$ cat src/rtl/tag_port_arbiter.sv
// Write-port controller for a cache tag RAM: arbitrates refill, cache-op and
// flush-sweep writes onto one registered write port and flags read/write hazards.
module tag_port_arbiter #(
    parameter int SET_NUM = 64,
    parameter int IDX_W   = 6,
    parameter int TAG_W   = 32
) (
    input  logic             clka,
    input  logic             rst_n,
    input  logic             refill_req,
    input  logic [IDX_W-1:0] refill_idx,
    input  logic [TAG_W-1:0] refill_tag,
    output logic             refill_ack,
    input  logic             cop_req,
    input  logic [IDX_W-1:0] cop_idx,
    input  logic [TAG_W-1:0] cop_tag,
    output logic             cop_ack,
    input  logic             flush_req,
    output logic             flush_busy,
    output logic             flush_done,
    input  logic [IDX_W-1:0] lookup_idx,
    output logic             lookup_stall,
    output logic             ram_ena,
    output logic [3:0]       ram_wea,
    output logic [IDX_W-1:0] ram_addra,
    output logic [TAG_W-1:0] ram_dina,
    output logic [1:0]       dbg_state
);

    typedef enum logic [1:0] {
        IDLE  = 2'd0,
        FLUSH = 2'd1,
        DONE  = 2'd2
    } state_t;

    localparam logic [IDX_W:0] LAST_SET = (IDX_W+1)'(SET_NUM - 1);

    // Handshake: a requester holds req (and its idx/tag) stable until it sees
    // ack high; the write is accepted on the clka edge where req && ack, and
    // appears on ram_* during the following cycle.

    state_t           state, state_nx;
    logic [IDX_W:0]   cnt, cnt_nx;
    logic             ena_nx;
    logic [IDX_W-1:0] addr_nx;
    logic [TAG_W-1:0] din_nx;

    always_comb begin
        state_nx   = state;
        cnt_nx     = cnt;
        ena_nx     = 1'b0;
        addr_nx    = '0;
        din_nx     = '0;
        refill_ack = 1'b0;
        cop_ack    = 1'b0;
        case (state)
            IDLE: begin
                if (flush_req) begin
                    // First sweep write (set 0) is issued on the entry edge so
                    // ram_* carry sweep writes exactly during FLUSH.
                    state_nx = FLUSH;
                    cnt_nx   = '0;
                    ena_nx   = 1'b1;
                end else if (refill_req) begin
                    refill_ack = 1'b1;
                    ena_nx     = 1'b1;
                    addr_nx    = refill_idx;
                    din_nx     = refill_tag;
                end else if (cop_req) begin
                    cop_ack = 1'b1;
                    ena_nx  = 1'b1;
                    addr_nx = cop_idx;
                    din_nx  = cop_tag;
                end
            end
            FLUSH: begin
                if (cnt == LAST_SET) begin
                    state_nx = DONE;
                end else begin
                    cnt_nx  = cnt + (IDX_W+1)'(1);
                    ena_nx  = 1'b1;
                    addr_nx = cnt_nx[IDX_W-1:0];
                end
            end
            DONE: begin
                state_nx = IDLE;
                cnt_nx   = '0;
            end
            default: begin
                state_nx = IDLE;
                cnt_nx   = '0;
            end
        endcase
        if (!rst_n) begin
            refill_ack = 1'b0;
            cop_ack    = 1'b0;
        end
    end

    always_ff @(posedge clka) begin
        if (!rst_n) begin
            state     <= IDLE;
            cnt       <= '0;
            ram_ena   <= 1'b0;
            ram_wea   <= 4'h0;
            ram_addra <= '0;
            ram_dina  <= '0;
        end else begin
            state     <= state_nx;
            cnt       <= cnt_nx;
            ram_ena   <= ena_nx;
            ram_wea   <= ena_nx ? 4'hF : 4'h0;
            ram_addra <= addr_nx;
            ram_dina  <= din_nx;
        end
    end

    assign flush_busy = (state == FLUSH);
    assign flush_done = (state == DONE);
    // The read port is registered, so a same-set write in flight returns stale data.
    assign lookup_stall = (ram_ena && (ram_addra == lookup_idx)) || (state != IDLE);
    assign dbg_state = state;

endmodule

$ cat config.mk
export PLATFORM = sky130hd
export DESIGN_NAME = tag_port_arbiter
export DESIGN_NICKNAME = d
export VERILOG_FILES = /design/src/rtl/tag_port_arbiter.sv
export SDC_FILE = /design/constraint.sdc
export NUM_CORES = 1
export LEC_CHECK = 0
export ABC_AREA = 1
export BUFFER_PORTS_ARGS = -buffer_cell sky130_fd_sc_hd__buf_2
export CAP_MARGIN = 25
export CELL_PAD_IN_SITES_DETAIL_PLACEMENT = 1
export CELL_PAD_IN_SITES_GLOBAL_PLACEMENT = 2
export CORE_MARGIN = 10
export CORE_UTILIZATION = 20
export CTS_CLUSTER_DIAMETER = 200
export DETAILED_ROUTE_END_ITERATION = 7
export PLACE_DENSITY = 0.89
export SYNTH_ARGS = -nofsm -noshare
export SYNTH_HDL_FRONTEND = slang
export SYNTH_SLANG_ARGS = --single-unit
$ cat constraint.sdc
create_clock -name clka -period 1.7 [get_ports clka]
set_clock_uncertainty 0.05 [all_clocks]
set_input_delay 0.34 -clock clka [delete_from_list [all_inputs] [get_ports clka]]
set_output_delay 0.34 -clock clka [all_outputs]
set_load 0.02 [all_outputs]
# Yosys cells after proc, flatten, opt, wreduce, memory -nomap -nowiden

Index checks and enable logic that the tools add are counted.

Register bits: 52
Input port bits: 87

Add/subtract/negate cells: 1
Eq/ne operators: 7
Mux-type cells: 27
Bitwise gates (word level): 2
Reductions and logical operators: 7

Operators with widths:

| cell                | count |
|---|---|
| $mux 32             | 2 |
| $mux 6              | 4 |
| $mux 7              | 2 |
| $pmux 7 s2          | 1 |
| $mux 1              | 12 |
| $pmux 6 s2          | 1 |
| $add 7x1->7 const B | 1 |
| $eq 7x6->1 const B  | 1 |
| $eq 6x6->1          | 1 |
| $mux 2              | 2 |
| $mux 4              | 1 |
| $ne 2x2->1 const B  | 2 |
| $pmux 2 s2          | 1 |
| $reduce_and 2->1    | 2 |
| $reduce_or 3->1     | 1 |
| $eq 2x1->1 const B  | 1 |
| $eq 2x2->1 const B  | 1 |
| $logic_not 2->1     | 1 |
| $ne 2x1->1 const B  | 1 |
| $not 1->1           | 2 |
| $pmux 1 s2          | 1 |
| $reduce_bool 2->1   | 1 |
| $logic_and 1x1->1   | 1 |
| $logic_or 1x1->1    | 1 |

# Longest topological paths before layout

Gate-level depths: netlist of the first run.

Word-level depth: 5
Mapped depth: 9
Depth with buffers taken out: 8

# Worst setup path after synthesis of the first run

Ideal clock, no wire load.

Path kind: reg-to-output
From: register state[0], in the netlist dbg_state[0]
To: output cop_ack
Arrival: 1.050 ns
Data required time: 1.310 ns
Path slack: 0.260 ns
Cell stages (with the launch flop): 7
Cell sequence: dfxtp_1 > nor2_4 > nand2_2 > nor2_2 > nand2_1 > clkinv_2 > buf_4

Longest elaborated chain between the ends: 3

Ends and longest elaborated chain:

| what                   | RTL line | RTL |
|---|---|---|
| start, declared        | 42       | `state_t state, state_nx;` |
| start signal, assigned | 109      | `state <= state_nx;` |
| $logic_not 2->1        | 56       | `case (state)` |
| $mux 1                 | 56       |  |
| $mux 1                 | 94       | `if (!rst_n) begin` |
| end, declared          | 17       | `output logic cop_ack,` |

No other way between the ends.

# Worst setup path in the final report of the first run

From: register ram_addra[4]
To: output lookup_stall

Longest elaborated chain between the ends: 3

Ends and longest elaborated chain:

| what                   | RTL line | RTL |
|---|---|---|
| start, declared        | 25       | `output logic [IDX_W-1:0] ram_addra,` |
| start signal, assigned | 113      | `ram_addra <= addr_nx;` |
| $eq 6x6->1             | 121      | `assign lookup_stall = (ram_ena && (ram_addra == lookup_idx)) \|\| (state != IDLE);` |
| $logic_and 1x1->1      | 121      |  |
| $logic_or 1x1->1       | 121      |  |
| end, declared          | 22       | `output logic lookup_stall,` |

No other way between the ends.

==> impl_results.md, run 1 <==
* Status: completed
* Critical path class: reg -> out
* Mapped Cells at approximately 290
* R2r startpoint: cnt[1]
* Die area at 0.01442 sq mm
* Top cell by count, worst path: nand2_1
* Area Overhead vs Synth at 48.16%
* Worst IR drop on VDD at between 0.3 and 0.4 mV
* IO Count at 137
* Final cell count without fillers at 565
* Met3 Use GR at 0.06892
* Synth top area share at 0.4797
* Fin Setup TNS at 0 ps
* Reg clk slew, reported paths at 100 ps
* Crit path max fanout at 2
* RSZ-0062 raised after global routing: yes
* Reg area at 968.4 sq um
* DIE WIDTH at approximately 120 microns
* Global routing usage on met2 at 0.1878
* Cell Area, Synth at 0.002003 sq mm
* GRT met1 Usage at 0.1075
* Worst Tran Pin Value at 335.6 ps
* Main synth FF type: dfxtp_1
* Busiest grt layer: met2
* Initial antenna violation count at 1
* Tmin final at ~1700 ps
* Number of global-route vias before repair at 2,529
* Synth area leaders: dfxtp_1, nand2_1, inv_1
* Final period utilization at 0.9721
* Overflow after GRT at 0
* Setup violators final at 0
* Synth unique cells at 22
* Max stage delay cell, worst path: dfxtp_2
* TritonCTS buffer count at 5
* CP Cell Sequence: or2_4 -> nand4_1 -> nor2_1 -> nand2_1 -> nand2_1 -> buf_6
* Detailed-route wire length per cell at 14.39 microns
* Via/cell ratio at 4.069
* Min-delay worst type: in -> reg
* Post-synthesis net count at 379
* RD Place Congestion at 0.8370
* Row count at 36
* CP Buf/Inv Count at 1
* Reg2Reg Depth at 7
* Synth Warn # at 0
* Die Y at 120.1 microns
* Final slew viol count at 0
* Worst Path Arrival at 1260 ps
* Final ANT Viol Nets at 0
* Initial core utilization at 0.2049
* First-pass GRT wire length at around 13,000 microns
* Top-count cell post-synth: nand2_1
* Clock sink count at 48
* Antenna cell count at 0
* Largest net degree at the start of global routing at 33
* CP peak stage delay at 340 ps
* Setup WS post-layout at 47.45 ps
* Levels on crit path at 6
* Critical Path Source: ram_addra[4]
* Fill cells at 1,293
* Cts hold-fix bufs at 0
* Share of post-route cells with drive strength above 1 at 0.3958
* Register area share after synthesis at 0.4797
* Placed insts at 554
* Max_slew headroom at 0.7762
* Post-synth EDFFs at 0
* Worst Path Required at 1310 ps
* Buffers on Ports at 136
* DRC Markers at 0
* Root buffer cell: clkbuf_8
* CTS Buffer Depth at 2
* Avg Synthesized Cell Area at 6.884 sq um
* Max-capacitance violation count at 0
* CTS H-tree lvls at 2
* Largest area contributor in the netlist: dfxtp_1
* Synth Register Bits at 48
* Hpwl dp at 6856 microns
* DR pass1 iterations at 3
* Routed WL at 8131 microns
* Power per cell area at about 790 mW/mm^2
* Initial drt markers at 35
* Nets at 519
* Min-delay src: refill_tag[0]
* Clock Latency Late Sink at 300 ps
* Post-synth top cells: nand2_1, dfxtp_1, inv_1
* Final Core Density at 0.3036
* CTS tree: done
* Async SR Flop Fraction at 0
* Hold path cells at 3
* CP Launch Type: flip-flop
* Top delay family on crit path: simple AND/OR/NAND/NOR gates
* Area of the multi-input gates at between 800 and 900 sq um
* FMAX at 0.6051 GHz
* Post-Place Setup Slack at 180.0 ps
* Critical path endpoint category: output pin
* Vias post-DR at 2,299
* Core ar. at 0.009774 sq mm
* Lkg Pwr at 0.001665 uW
* Tot GR Track Use at 0.1089
* Hold Violations, Final at 0
[metal layers]
layer	vias up	part of all wire
met4	2	0.012
met2	103	0.47
li1	1154	-
met1	1030	0.39
met3	10	0.13
met5	-	0.00086
[report_power, final]
part           switching (uW)  internal (uW)
logic                     230            168
registers                21.4           1170
clock network             417            334
total                     669           1670
[stage by stage]
stage	hold WS, ps	total power (uW)	area (sq um)
finish	168.2	2339	2968
global route	161.3	2462	2968
CTS	158.4	2380	2953
detailed placement	402.9	1605	2803
global placement	389.7	1594	2803
floorplan	375.4	1412	2003
[area by class of cell]
cell class	count	area share
Clock inverter	2	0.004637
Multi-Input combinational cell	206	0.2922
Clock buffer	6	0.02782
Tap cell	133	0.05607
Timing Repair Buffer	146	0.2618
Inverter	24	0.03120
Sequential cell	48	0.3263
[registers in the layout, indices dropped and copies added, names as in the netlist]
| register | count |
|---|---|
| ram_dina | 32 |
| ram_addra | 6 |
| ram_wea | 1 |
| cnt | 7 |
| dbg_state | 2 |
[kinds of logic (layout without fill, tap and decap cells)]
family,count (synthesis),after routing,synth area share
AND/OR/NAND/NOR,185,185,0.3654
flip-flops,48,48,0.4797
AO/OA/AOI/OAI,20,20,0.05247
buffers and inverters,37,178,0.09618
adder cells (fa/ha/maj),1,1,0.006245
[final timing paths]
kind	end	slack, ps
setup / recovery	lookup_stall	50
hold / removal	ram_dina[0]	170
setup reg to reg	cnt[2]	200
hold reg to reg	cnt[6]	420
[layout by cell type, fill, tap and decap left out, types with 2 or more instances in the layout]
cell type / netlist / routed
buf_4: 7 / 11
clkinv_2: 2 / 3
inv_1: 21 / 20
or2_4: 0 / 2
nor2_1: 12 / 12
dfxtp_2: 0 / 6
nor2_4: 1 / 2
buf_6: 3 / 3
nand4_1: 3 / 3
buf_2: 1 / 132
inv_2: 1 / 2
o21ai_0: 4 / 4
nand2_2: 2 / 2
dfxtp_1: 48 / 42
nand3_1: 8 / 8
a21oi_1: 14 / 14
clkbuf_8: 0 / 6
nand2_1: 156 / 155
[tightest hold or removal path: stages]
cell	delay (ps)
buf_2	80
nand2_1	40
nand2_1	40
[timing repair]
item | CTS | global route
setup endpoints to repair | 4 | 3
buffers inserted | 3 | 0
gates resized for setup | 14 | 5
pin swaps | 5 | 9
No activity file was read; power rests on OpenSTA's default activity.
==> inputs of run 2 (changes only) <==
clock period = 1.9 ns   (was 1.7 ns; I/O delays follow)
==> run 2 against run 1 <==
Against the previous run: setup slack gained 66 ps; clock power shrank 14%; highest routed layer unchanged; first-iteration DRC count grew 40%; largest cell class unchanged; die area is the same; critical path depth is the same.
==> impl_results.md, run 2 (synthesis gave the netlist of run 1 again) <==
* Status: completed
* Vias post-DR at 2,259 (-1.7%)
* Fin Setup TNS at 0 ps (unchanged)
* Most frequent cells in the layout: nand2_1, buf_2, dfxtp_1, inv_1, a21oi_1
* CP peak stage delay at 360 ps (+20 ps)
* Worst IR drop on VDD at 0.3016 mV (-24%)
* Crit path max fanout at 11 (+9)
* Critical path endpoint category: output pin
* Max-capacitance violation count at 0 (unchanged)
* Min-delay worst type: in -> reg
* CP Buf/Inv Count at 2 (+1)
* Hold Violations, Final at 0 (unchanged)
* Reg2reg setup slack at 380 ps (+180 ps)
* Largest Register: ram_dina
* Die area at 0.01442 sq mm (unchanged)
* Initial core utilization at 0.2049 (unchanged)
* Worst Path Arrival at 1360 ps (+100 ps)
* RD Place Congestion at 0.7794 (-6.9%)
* Worst Tran Pin Value at 308.7 ps (-26.92 ps)
* Share of post-route cells with drive strength above 1 at 0.3738 (-0.02200)
* Final ANT Viol Nets at 0 (unchanged)
* Final Core Density at 0.2974 (-0.006272)
* TritonCTS buffer count at 5 (unchanged)
* Overflow after GRT at 0 (unchanged)
* Hpwl dp at 6609 microns (-3.6%)
* Largest regs: ram_dina x32, cnt x7, ram_addra x6
* CTS tree: done
* Initial antenna violation count at 2 (+1)
* CP Launch Type: flip-flop
* Antenna cell count at 0 (unchanged)
* FMAX at 0.5598 GHz
* RSZ-0062 raised after global routing: no
* IO Count at 137 (unchanged)
* Clock Latency Late Sink at 300 ps (about the same)
* CP Cell Sequence: nor2_4 -> nand2_4 -> nor2_2 -> nand2_1 -> clkinv_4 -> buf_4
* Setup violators final at 0 (unchanged)
* Core ar. at 0.009774 sq mm (unchanged)
* Clock sink count at 48 (unchanged)
* Tot GR Track Use at 0.1066 (-0.002311)
* Final period utilization at 0.9402
* Root buffer cell: clkbuf_8
* Via/cell ratio at 4.027 (-1.0%)
* Lkg Pwr at 0.001640 uW (-1.5%)
* Commonest non-fill, non-tap cell in the layout: nand2_1
* Largest net degree at the start of global routing at 24 (-27%)
* Cts hold-fix bufs at 0 (unchanged)
* Area Overhead vs Synth at 45.10%
* Setup WS post-layout at 113.6 ps (+66.15 ps)
* Tmin final at 1786 ps
* Critical path class: reg -> out
* Max stage delay cell, worst path: dfxtp_2
* Max_slew headroom at 0.7934 (+0.01719)
* Die Y at 120.1 microns (unchanged)
* Buffers on Ports at 136 (unchanged)
* Detailed-route wire length per cell at 13.94 microns (-3.1%)
* Top delay family on crit path: simple AND/OR/NAND/NOR gates
* Max FFs per register at 32 (unchanged)
* DRC Markers at 0 (unchanged)
* Dpl cell area at 0.002788 sq mm (-0.54%)
* Worst Path Required at 1470 ps (+160 ps)
* Routed WL at 7823 microns (-3.8%)
* DR pass1 iterations at 4 (+1)
* First-pass GRT wire length at 12,450 microns (-1.9%)
* Fill cells at 1,303 (+0.77%)
* Final Cell Area at 0.002907 sq mm (-2.1%)
* Reg clk slew, reported paths at 90 ps (about the same)
* Total power at 2051 uW (-12%)
* Power per cell area at 705.5 mW/mm^2 (-10%)
* CTS H-tree lvls at 2 (unchanged)
* Row count at 36 (unchanged)
* Post-Place Setup Slack at 264.5 ps (+84.57 ps)
* Nets at 516 (-0.58%)
* Final slew viol count at 0 (unchanged)
* Number of global-route vias before repair at 2,533 (+0.16%)
* DIE WIDTH at 120.1 microns (unchanged)
* CTS Buffer Depth at 2 (unchanged)
* Initial drt markers at 49 (+40%)
-- run 2: area by class of cell --
cell class / instances / area [sq um] / share of cell area
inverter: 24 / 96.34 / 0.03315
multi-input combinational: 206 / 854.6 / 0.2940
sequential: 48 / 962.2 / 0.3310
clock buffer: 6 / 82.58 / 0.02841
timing repair buffer: 143 / 735.7 / 0.2531
clock inverter: 1 / 8.758 / 0.003013
tap: 133 / 166.4 / 0.05725
-- run 2: worst reg2reg max path, delay by kind of cell (launching register included) --
family,cells,cell delay [ps]
flops,1,370
compound gates,1,190
simple gates,4,600
fa+ha+maj,1,240
-- run 2: path summary, 6_finish.rpt --
kind                                    from      endpoint  cells past startpoint
worst min register to register        cnt[6]        cnt[6]                      2
worst min-delay path             cop_tag[17]  ram_dina[17]                      3
worst max register to register        cnt[1]  ram_addra[5]                      6
worst max-delay path            dbg_state[1]    refill_ack                      6
-- run 2: power by group --
group          total [uW]  switching, uW  internal, uW
sequential           1060           18.3          1040
clock                 645            353           291
combinational         343            202           141
-- run 2: metal layers --
metal,GRT usage,vias to the layer above,routed length [microns]
li1,-,1147,-
met1,0.1109,1000,3088
met2,0.1706,101,3491
met3,0.07314,9,1132
met4,0.03167,2,98
met5,0,-,11
-- run 2: metrics by stage --
step | hold slack (ps) | instances
final | 215.9 | 561
after global routing | 210.2 | 561
after CTS | 204.1 | 559
after detailed placement | 402.1 | 552
after global placement | 393.9 | 552
after floorplan | 375.4 | 291
-- run 2: what timing repair did --
| item | 4_1_cts | 5_1_grt |
|---|---|---|
| setup endpoints to repair | 1 | 2 |
| pin swaps | 0 | 1 |
| gates cloned | 0 | 0 |
| setup buffers | 0 | 2 |
| gates resized for setup | 1 | 3 |
